--- config.mk ---
export PLATFORM = sky130hd
export DESIGN_NAME = issue_alu_pipe_buffer_flat
export DESIGN_NICKNAME = d
export VERILOG_FILES = /design/src/rtl/issue_alu_pipe_buffer_if.sv /design/src/rtl/issue_alu_pipe_buffer.sv /design/src/flat_wrapper.sv
export SDC_FILE = /design/constraint.sdc
export NUM_CORES = 1
export LEC_CHECK = 0
export CORE_MARGIN = 1
export CORE_UTILIZATION = 51
export DETAILED_ROUTE_END_ITERATION = 8
export PLACE_DENSITY = 0.76
export SLEW_MARGIN = 15
export SYNTH_ARGS = -nofsm -noshare
export SYNTH_HDL_FRONTEND = slang
export SYNTH_SLANG_ARGS = --single-unit
--- constraint.sdc ---
create_clock -name clk -period 19.8 [get_ports clk]
set_input_delay 3.96 -clock clk [delete_from_list [all_inputs] [get_ports clk]]
set_output_delay 3.96 -clock clk [all_outputs]
set_load 0.01 [all_outputs]
--- src/rtl/issue_alu_pipe_buffer_if.sv ---
// Handshake bundle between the issue stage, the ALU pipe buffer and the ALU.
// Latency: none (wires only).
// Backpressure: in_ready/out_ready valid-ready pairs; flush is a one-cycle sideband.
//
// Signals:
//   in_valid/in_ready/in_wfid/in_data     issue -> buffer push channel
//   out_valid/out_ready/out_wfid/out_data buffer -> ALU pop channel
//   flush_valid/flush_wfid                wavefront kill request
//   occupancy                             stored entries (live plus dead)
// Modports: slave = the buffer, master = the issue/ALU side (or a bench).
interface issue_alu_pipe_buffer_if #(
    parameter int DEPTH  = 4,
    parameter int WFID_W = 6,
    parameter int DATA_W = 136
);
    localparam int OCC_W = $clog2(DEPTH + 1);

    logic              in_valid;
    logic              in_ready;
    logic [WFID_W-1:0] in_wfid;
    logic [DATA_W-1:0] in_data;

    logic              out_valid;
    logic              out_ready;
    logic [WFID_W-1:0] out_wfid;
    logic [DATA_W-1:0] out_data;

    logic              flush_valid;
    logic [WFID_W-1:0] flush_wfid;

    logic [OCC_W-1:0]  occupancy;

    modport slave (
        input  in_valid, in_wfid, in_data,
        output in_ready,
        output out_valid, out_wfid, out_data,
        input  out_ready,
        input  flush_valid, flush_wfid,
        output occupancy
    );

    modport master (
        output in_valid, in_wfid, in_data,
        input  in_ready,
        input  out_valid, out_wfid, out_data,
        output out_ready,
        output flush_valid, flush_wfid,
        input  occupancy
    );
endinterface

--- src/rtl/issue_alu_pipe_buffer.sv ---
// Circular buffer between wavefront issue and the ALU, with optional per-wavefront kill.
// Latency: 1 cycle push-to-out_valid (no bypass); dead heads drain at one per cycle.
// Backpressure: in_ready = not full, from registered state only; no path from out_ready.
//
// Ports:
//   clk, rst  single clock, asynchronous active-high reset
//   bus       issue_alu_pipe_buffer_if.slave (push, pop, flush, occupancy)
// Payload packing (DATA_W=136), MSB->LSB: instr_pc[31:0], opcode[31:0],
//   imm_value0[15:0], imm_value1[31:0], dest1_addr[11:0], dest2_addr[11:0].
// Optional feature: define ISSUE_ALU_FLUSH_EN to compile in wavefront flush.
//   Without it the flush inputs are ignored and the block is a plain FIFO.
// DEPTH legal range is 2..16.
module issue_alu_pipe_buffer #(
    parameter int DEPTH  = 4,
    parameter int WFID_W = 6,
    parameter int DATA_W = 136
) (
    input  logic                  clk,
    input  logic                  rst,
    issue_alu_pipe_buffer_if.slave bus
);
    localparam int PTR_W = $clog2(DEPTH);
    localparam int CNT_W = $clog2(DEPTH + 1);
    localparam logic [PTR_W-1:0] LAST_IDX = PTR_W'(DEPTH - 1);
    localparam logic [CNT_W-1:0] FULL_CNT = CNT_W'(DEPTH);

    // Storage
    logic [WFID_W-1:0] wfid_q [DEPTH];
    logic [DATA_W-1:0] data_q [DEPTH];

    // Pointers and count
    logic [PTR_W-1:0] wptr_q, wptr_d;
    logic [PTR_W-1:0] rptr_q, rptr_d;
    logic [CNT_W-1:0] count_q, count_d;

    // Per-entry dead flags as seen by the pop logic
    logic [DEPTH-1:0] dead;

    logic empty;
    logic full;
    logic head_dead;
    logic push_acc;
    logic flush_drop;
    logic wr_en;
    logic pop;

    assign empty     = (count_q == '0);
    assign full      = (count_q == FULL_CNT);
    assign head_dead = !empty && dead[rptr_q];

    // in_ready is a pure function of the count register, so a pop in the
    // same cycle never opens the door for a push into a full buffer.
    assign bus.in_ready  = !full;
    assign bus.out_valid = !empty && !dead[rptr_q];
    assign bus.out_wfid  = wfid_q[rptr_q];
    assign bus.out_data  = data_q[rptr_q];
    assign bus.occupancy = count_q;

    assign push_acc = bus.in_valid && !full;
    // A dropped push still consumed in_ready; it simply never lands.
    assign wr_en    = push_acc && !flush_drop;
    // Live heads leave on the ALU handshake; dead heads leave unconditionally.
    assign pop      = (bus.out_valid && bus.out_ready) || head_dead;

    always_comb begin
        wptr_d  = wptr_q;
        rptr_d  = rptr_q;
        count_d = count_q;

        if (wr_en) begin
            wptr_d = (wptr_q == LAST_IDX) ? '0 : wptr_q + PTR_W'(1);
        end
        if (pop) begin
            rptr_d = (rptr_q == LAST_IDX) ? '0 : rptr_q + PTR_W'(1);
        end

        case ({wr_en, pop})
            2'b10:   count_d = count_q + CNT_W'(1);
            2'b01:   count_d = count_q - CNT_W'(1);
            default: count_d = count_q;
        endcase
    end

    always_ff @(posedge clk or posedge rst) begin
        if (rst) begin
            wptr_q  <= '0;
            rptr_q  <= '0;
            count_q <= '0;
        end else begin
            wptr_q  <= wptr_d;
            rptr_q  <= rptr_d;
            count_q <= count_d;
        end
    end

    // Payload registers are reset so the head outputs never show X, even
    // while out_valid is low.
    always_ff @(posedge clk or posedge rst) begin
        if (rst) begin
            for (int i = 0; i < DEPTH; i++) begin
                wfid_q[i] <= '0;
                data_q[i] <= '0;
            end
        end else if (wr_en) begin
            wfid_q[wptr_q] <= bus.in_wfid;
            data_q[wptr_q] <= bus.in_data;
        end
    end

`ifdef ISSUE_ALU_FLUSH_EN
    logic [DEPTH-1:0] dead_q, dead_d;

    assign dead       = dead_q;
    assign flush_drop = bus.flush_valid && (bus.in_wfid == bus.flush_wfid);

    // The flush compare runs over every slot, occupied or not. Marking a
    // free slot is harmless: a slot only becomes occupied through a write,
    // and the write clears its flag (write has the last word below).
    always_comb begin
        dead_d = dead_q;
        for (int i = 0; i < DEPTH; i++) begin
            if (pop && (rptr_q == PTR_W'(i))) begin
                dead_d[i] = 1'b0;
            end
            if (bus.flush_valid && (wfid_q[i] == bus.flush_wfid)) begin
                dead_d[i] = 1'b1;
            end
            if (wr_en && (wptr_q == PTR_W'(i))) begin
                dead_d[i] = 1'b0;
            end
        end
    end

    always_ff @(posedge clk or posedge rst) begin
        if (rst) begin
            dead_q <= '0;
        end else begin
            dead_q <= dead_d;
        end
    end
`else
    logic unused_flush;

    assign dead         = '0;
    assign flush_drop   = 1'b0;
    assign unused_flush = ^{bus.flush_valid, bus.flush_wfid};
`endif

endmodule

--- src/flat_wrapper.sv ---
// flat-port wrapper written by rule: the top's interface ports become plain ports
module issue_alu_pipe_buffer_flat 
#(
    parameter int DEPTH  = 4,
    parameter int WFID_W = 6,
    parameter int DATA_W = 136
)
  (clk, rst, bus_in_valid, bus_in_wfid, bus_in_data, bus_in_ready, bus_out_valid, bus_out_wfid, bus_out_data, bus_out_ready, bus_flush_valid, bus_flush_wfid, bus_occupancy);
  issue_alu_pipe_buffer_if #(.DEPTH(DEPTH), .WFID_W(WFID_W), .DATA_W(DATA_W)) bus_i ();
  input  logic clk;
  input  logic rst;
  input wire logic [$bits(bus_i.in_valid)-1:0] bus_in_valid;
  input wire logic [$bits(bus_i.in_wfid)-1:0] bus_in_wfid;
  input wire logic [$bits(bus_i.in_data)-1:0] bus_in_data;
  output wire logic [$bits(bus_i.in_ready)-1:0] bus_in_ready;
  output wire logic [$bits(bus_i.out_valid)-1:0] bus_out_valid;
  output wire logic [$bits(bus_i.out_wfid)-1:0] bus_out_wfid;
  output wire logic [$bits(bus_i.out_data)-1:0] bus_out_data;
  input wire logic [$bits(bus_i.out_ready)-1:0] bus_out_ready;
  input wire logic [$bits(bus_i.flush_valid)-1:0] bus_flush_valid;
  input wire logic [$bits(bus_i.flush_wfid)-1:0] bus_flush_wfid;
  output wire logic [$bits(bus_i.occupancy)-1:0] bus_occupancy;
  assign bus_i.in_valid = bus_in_valid;
  assign bus_i.in_wfid = bus_in_wfid;
  assign bus_i.in_data = bus_in_data;
  assign bus_in_ready = bus_i.in_ready;
  assign bus_out_valid = bus_i.out_valid;
  assign bus_out_wfid = bus_i.out_wfid;
  assign bus_out_data = bus_i.out_data;
  assign bus_i.out_ready = bus_out_ready;
  assign bus_i.flush_valid = bus_flush_valid;
  assign bus_i.flush_wfid = bus_flush_wfid;
  assign bus_occupancy = bus_i.occupancy;
  issue_alu_pipe_buffer #(.DEPTH(DEPTH), .WFID_W(WFID_W), .DATA_W(DATA_W)) u_core (.clk(clk), .rst(rst), .bus(bus_i));
endmodule
==> summary.md, run 1 <==
| Metric | Value |
|---|---|
| Outcome | finished clean |
| Initial antenna violation count | 5 |
| Worst min-delay path endpoint | u_core.data_q[192]$_DFFE_PP0P_ |
| Synthesized cell area | around 26000 µm² |
| Family with the most delay on the worst path | buffers and inverters |
| RSZ-0062 raised after global routing | no |
| Worst R2R Start | u_core.bus.occupancy[0]$_DFFE_PP0P_ |
| First-pass iteration count of the detailed router | 4 |
| Max-cap violations | 0 |
| Pleak | 13.33 nW |
| Flop pwr share | about a third |
| Iter 0 DRT Violations | around 670 |
| Drt drc | 0 |
| Clock latency on the worst-skew pair | 0.61 ns |
| CTS tree | done |
| Clock buffer depth | 3 |
| Post_cts resized | 0 |
| VDD IR max | approximately 0.000092 V |
| Worst slack, placed | ~13 ns |
| Critical Path Max Stage Delay | between 0.7 and 0.8 ns |
| Worst hold start | u_core.data_q[192]$_DFFE_PP0P_ |
| Reg clk slew, reported paths | 0.06 ns |
| Reg2reg path depth | 4 |
| Sequential element share of the synthesized area | approximately 55% |
| First-pass GRT wire length | between 90000 and 100000 µm |
| Post-Syn Instances | around 1400 |
| Die H | roughly 230 µm |
| Critical path, cell by cell | buf_4 -> buf_4 -> mux4_2 -> clkdlybuf4s50_1 |
| Syn Nets | about 1600 |
| Reg2reg setup slack | ~17 ns |
| Port Buffers | roughly 290 |
| Critical path class | reg -> out |
| Sw Pwr | about 0.0018 W |
| Max H-tree Level | 2 |
| CP arrival | around 3.8 ns |
| Buffers and inverters on the worst path | 3 |
| # Post-CTS Setup Buffers | 0 |
| Worst Setup End Kind | output port |
| Met3 routed WL | 3283 µm |
| Via Count | between 10000 and 15000 |
| Syn_area_per_cell | roughly 18 µm² |
| Tcrit/Tclk final | between 30% and 40% |
| Layout cells sized above 1 | roughly half |
| Root Driver | clkbuf_16 |
| Final hold slack | 0.5014 ns |
| DP Cell Count | roughly 2300 |
| Total track usage | 22.15% |
| Initial Utilization | about half |
| Total Nets Final | approximately 1900 |
| Vias per cell | approximately 5.6 |
| CP max FO | 44 |
| Switching share of power | about 30% |
| CTS Hold Buffers Added | 0 |
| Clk network pwr share | approximately a fifth |
| Worst EP required | roughly 16 ns |
| Pint | 0.004312 W |
| Uppermost layer routed | met5 |
| CTS sink cnt | around 580 |
| Pwr per Cell Area | slightly below 200 nW/µm² |
| Most used cell, CP | buf_4 |
| Hold path cells | 1 |
| Syn. warnings | 0 |
| Final WS setup | about 12 ns |
| Die Wd | 228.4 µm |
| Met1 WL | 24830 µm |
| WL final | between 50000 and 60000 µm |
| GRT Residual Overflow | 0 |
| Slew headroom | 27.37% |
| CP startpoint kind | flip-flop |
| Met2 wire length | 26260 µm |
| Post-Layout Cell Count | ~2400 |
| Final TNS setup | 0 ns |
| Slew Limit Fails | 0 |
| Core Region | slightly above 50000 µm² |
| Hpwl dp | between 30000 and 40000 µm |
| Worst Hold Class | reg -> reg |
| Site Rows | between 80 and 90 |
| Largest net degree at the start of global routing | between 150 and 200 |
| P&R area growth vs syn | 20.46% |
| Final setup viols | 0 |
| Endpoints failing hold | 0 |
| Die area | approximately 52000 µm² |
| Io pins | 300 |
| Tmin final | a little under 8 ns |
| Routability cong. | around 0.73 |
| FF+latch count, synth | between 500 and 600 |
| Maximum clock rate | about 130 MHz |
| Routed len/inst | ~23 µm |
| Slowest stage cell on the critical path | buf_4 |
| End of the worst register-to-register path | u_core.wfid_q[2]$_DFFE_PP0P_ |
| Post-layout total power | roughly 0.0061 W |
| Actual slew at the worst max-slew pin | roughly 1.1 ns |
| Vias in the first global route | between 15000 and 20000 |
| Worst Skew | between 0.009 and 0.01 ns |
| Combinational power share | a little under half |
| Antenna viol nets, final | 0 |
| CTS buffer count | 60 |
| Distinct cells, synth | 19 |
## power by group through the flow
stage               logic (W)  registers [W]  clock network [W]
floorplan             0.00194        0.00201                  0
global route          0.00298        0.00222            0.00126
global placement      0.00278        0.00210                  0
detailed placement    0.00282        0.00215                  0
finish                0.00281        0.00214            0.00118
CTS                   0.00285        0.00214            0.00121
## cells by family after synthesis
logic type | synth area share [%]
muxes | 41.50
DFF | 55.03
buffers and inverters | 2.785
and+or+nand+nor | 0.2249
adders and majority gates | 0.3637
xor gates and xnor gates | 0.1005
## through the flow
step | utilization, % | cell area [µm²]
CTS | 62.50 | 31490
global placement | 58.35 | 29400
global route | 62.52 | 31500
finish | 62.53 | 31500
detailed placement | 58.35 | 29400
floorplan | - | 26150
## sequential cells by signal (all words and copies together) (netlist names)
name	cells
u_core.wfid_q	24
u_core.rptr_q	2
u_core.wptr_q	2
u_core.data_q	544
u_core.bus.occupancy	3
## placed cells by master (no fill, tap or decap), types with 2 or more instances in the layout
cell type        count
and3_4               4
buf_4               17
bufinv_16            8
clkbuf_1             6
clkbuf_16           61
clkbuf_8            13
clkdlybuf4s50_1    292
clkinv_2            18
clkinvlp_4           3
dfrtp_1            573
dfrtp_4              2
diode_2              3
ha_1                 6
inv_1                6
mux2_2             252
mux2_4             320
mux4_2             142
nand2_1              2
nor2_1               3
xor2_1               2
## cell type report
| class | count | area, µm² |
|---|---|---|
| Inverter | 7 | 30.03 |
| Antenna cell | 3 | 7.507 |
| Fill cell | 3603 | 18880 |
| Timing Repair Buffer | 311 | 3082 |
| Tap cell | 672 | 840.8 |
| Clock inverter | 30 | 362.8 |
| Sequential cell | 575 | 14400 |
| Clock buffer | 80 | 1728 |
| Multi-Input combinational cell | 736 | 11050 |
## worst max-delay path by stage
stage / start / slack [ns] / cells after the start / to
after floorplan: rst / 8.01 / 1 / u_core.bus.occupancy[0]$_DFFE_PP0P_
after global placement: u_core.rptr_q[0]$_DFFE_PP0P_ / 12.54 / 4 / bus_out_data[71]
after detailed placement: u_core.rptr_q[0]$_DFFE_PP0P_ / 12.55 / 4 / bus_out_data[71]
after CTS: u_core.rptr_q[0]$_DFFE_PP0P_ / 11.91 / 4 / bus_out_data[71]
after global routing: u_core.rptr_q[0]$_DFFE_PP0P_ / 11.82 / 4 / bus_out_data[71]
final: u_core.rptr_q[0]$_DFFE_PP0P_ / 12.03 / 4 / bus_out_data[71]
## cells in the mapped netlist (all sizes together)
master	instances	area, µm²
and3	4	25.02
buf	82	645.6
clkbuf	15	56.30
dfrtp	575	14390
fa	1	20.02
ha	6	75.07
inv	7	26.28
mux2	572	7642
mux2i	1	10.01
mux4	142	3198
nand2	2	7.510
nor2	3	11.26
or3	1	6.260
or3b	1	8.760
xnor2	1	8.760
xor2	2	17.52
## layer usage
metal / global-route usage [%] / up-vias
li1: - / 5815
met2: 34.48 / 302
met3: 5.539 / 82
met4: 6.313 / 6
met5: 0 / -
met1: 31.01 / 7394
Power figures use the tool's default switching activity.
==> run 2: changes to the inputs <==
Settings changed: CORE_UTILIZATION 51 to 57, PLACE_DENSITY 0.76 to 0.81.
Clock period 19.8 ns to 7.3 ns, I/O delays scaled along.
==> run 2 against run 1 <==
Count of clock-buffer cells in the layout grew 9. Largest cell class unchanged. Critical path depth decreased by 1. Highest routed layer unchanged. Sequential power rose to 2.7 times the previous value. Power rose to 2.7 times the previous value. Combinational power rose to 2.7 times the previous value. Largest power group unchanged.
==> summary.md, run 2 (synthesized netlist as in run 1, its figures left out) <==
| Metric | Value |
|---|---|
| Crit. Startpoint | u_core.rptr_q[0]$_DFFE_PP0P_ |
| P&R area growth vs syn | 20.08% |
| Fillers | 2875 (-20%) |
| Vias per cell | 5.820 (+3.3%) |
| VDD IR max | 0.0003022 V (+230%) |
| Largest net degree at the start of global routing | 177 (-10%) |
| Critical path class | reg -> out |
| Max FFs per register | 544 (unchanged) |
| Outcome | finished clean |
| Via Count | 13630 (+0.19%) |
| Slowest stage cell on the critical path | dfrtp_4 |
| Reg clk slew, reported paths | 0.06 ns (about the same) |
| Clock buffer depth | 3 (unchanged) |
| Clock latency on the worst-skew pair | 0.60 ns (about the same) |
| Die area | 46730 µm² (-10%) |
| Tcrit/Tclk final | 65.71% |
| Tmin final | ~4.8 ns |
| Antenna viol nets, final | 0 (unchanged) |
| Io pins | 300 (unchanged) |
| GRT Residual Overflow | 0 (unchanged) |
| CTS sink cnt | 575 (unchanged) |
| Die H | 216.2 µm (-5.4%) |
| Commonest cells after routing, fill and taps aside | 573 x dfrtp_1, 320 x mux2_4, 292 x clkdlybuf4s50_1 |
| Worst R2R Start | u_core.bus.occupancy[2]$_DFFE_PP0P_ |
| Site Rows | 78 (-4.9%) |
| Total track usage | 24.12% (+2.0 points) |
| Max-cap violations | 0 (unchanged) |
| Total Nets Final | 1851 (unchanged) |
| Routability cong. | 0.7517 (+2.4%) |
| First-pass GRT wire length | 88780 µm (-2.8%) |
| Reg with most FFs | u_core.data_q |
| Maximum clock rate | approximately 210 MHz |
| Port Buffers | 292 (unchanged) |
| CTS tree | done |
| CTS Hold Buffers Added | 0 (unchanged) |
| Worst Skew | 0.01185 ns (+0.001962 ns) |
| Final TNS setup | 0 ns (unchanged) |
| Pwr per Cell Area | 525.7 nW/µm² (+170%) |
| Iter 0 DRT Violations | 727 (+8.2%) |
| CP max FO | 44 (unchanged) |
| CP startpoint kind | flip-flop |
| Vias in the first global route | 15410 (-1.4%) |
| Post_cts resized | 0 (unchanged) |
| CP arrival | 3.34 ns (-0.47 ns) |
| Buffers and inverters on the worst path | 2 (-1) |
| RSZ-0062 raised after global routing | no |
| Core Region | 45280 µm² (-10%) |
| Initial antenna violation count | 6 (+1) |
| Max H-tree Level | 2 (unchanged) |
| Initial Utilization | 57.74% (+5.8 points) |
| Pleak | 13.31 nW (-0.19%) |
| First-pass iteration count of the detailed router | 4 (unchanged) |
| Most common cell after layout, fill and taps aside | dfrtp_1 |
| Worst Hold Class | reg -> reg |
| Drt drc | 0 (unchanged) |
| Root Driver | clkbuf_16 |
| # Post-CTS Setup Buffers | 0 (unchanged) |
| Worst Setup End Kind | output port |
| Post-layout total power | 0.01651 W (+170%) |
| Slew Limit Fails | 0 (unchanged) |
| Worst EP required | 5.84 ns (-10.00 ns) |
| Endpoints failing hold | 0 (unchanged) |
| CTS buffer count | 59 (-1.7%) |
| Critical Path Max Stage Delay | 0.87 ns (+0.10 ns) |
| Hpwl dp | 31760 µm (-2.3%) |
| Die Wd | 216.2 µm (-5.4%) |
| Final setup viols | 0 (unchanged) |
| Routed len/inst | 23.31 µm (+1.3%) |
| Family with the most delay on the worst path | buffers and inverters |
| Critical path, cell by cell | buf_4 -> mux4_2 -> clkdlybuf4s50_1 |
| Layout cells sized above 1 | 47.99% (-0.55 points) |
| Slew headroom | 32.84% (+5.5 points) |
| WL final | 54580 µm (-1.8%) |
| Actual slew at the worst max-slew pin | 1.005 ns (-0.08417 ns) |
| Worst hold start | u_core.wfid_q[4]$_DFFE_PP0P_ |
-- run 2: final cells by class --
cell class | instances | area, µm² | share of cell area, %
Antenna cell | 3 | 7.507 | 0.02391
Timing Repair Buffer | 312 | 3173 | 10.11
Sequential cell | 575 | 14400 | 45.85
Inverter | 7 | 30.03 | 0.09564
Tap cell | 600 | 750.7 | 2.391
Clock buffer | 89 | 1762 | 5.611
Clock inverter | 19 | 227.7 | 0.7253
Multi-Input combinational cell | 736 | 11050 | 35.20
-- run 2: path summary, 6_finish.rpt --
check                           slack (ns)  cells past startpoint                             end
worst max-delay path                  2.50                      3                 bus_out_data[3]
min in group asynchronous             1.43                      2  u_core.data_q[543]$_DFFE_PP0P_
max in group asynchronous             4.43                      3  u_core.data_q[484]$_DFFE_PP0P_
worst max register to register        4.41                      4  u_core.data_q[313]$_DFFE_PP0P_
worst min-delay path                  0.50                      1    u_core.wfid_q[4]$_DFFE_PP0P_
worst min register to register        0.50                      1    u_core.wfid_q[4]$_DFFE_PP0P_
-- run 2: power by group --
group	switching [W]	internal, W	leakage [nW]
logic	0.00267	0.00492	5.50
clock network	0.00124	0.00183	0.990
registers	0.000994	0.00484	6.81
total	0.00490	0.0116	13.3
-- run 2: per-layer routing --
layer	up-vias	track usage (%)	routed length [µm]	part of all wire, %
met3	83	5.923	3316	6.1
met4	8	6.596	1090	2.0
li1	5823	-	-	-
met1	7409	33.94	23900	44
met2	302	37.74	26210	48
met5	-	0	49	0.090
-- run 2: stage by stage --
stage	util (%)	area (µm²)	worst slack, ns	cells	hold WS (ns)
after floorplan	-	26150	-1.994	1415	0.4751
after global placement	64.93	29400	3.039	2230	0.4834
after detailed placement	64.93	29400	3.068	2230	0.4883
after CTS	69.32	31390	2.404	2338	0.5034
after global routing	69.32	31390	2.326	2339	0.5135
final	69.34	31400	2.503	2341	0.4996
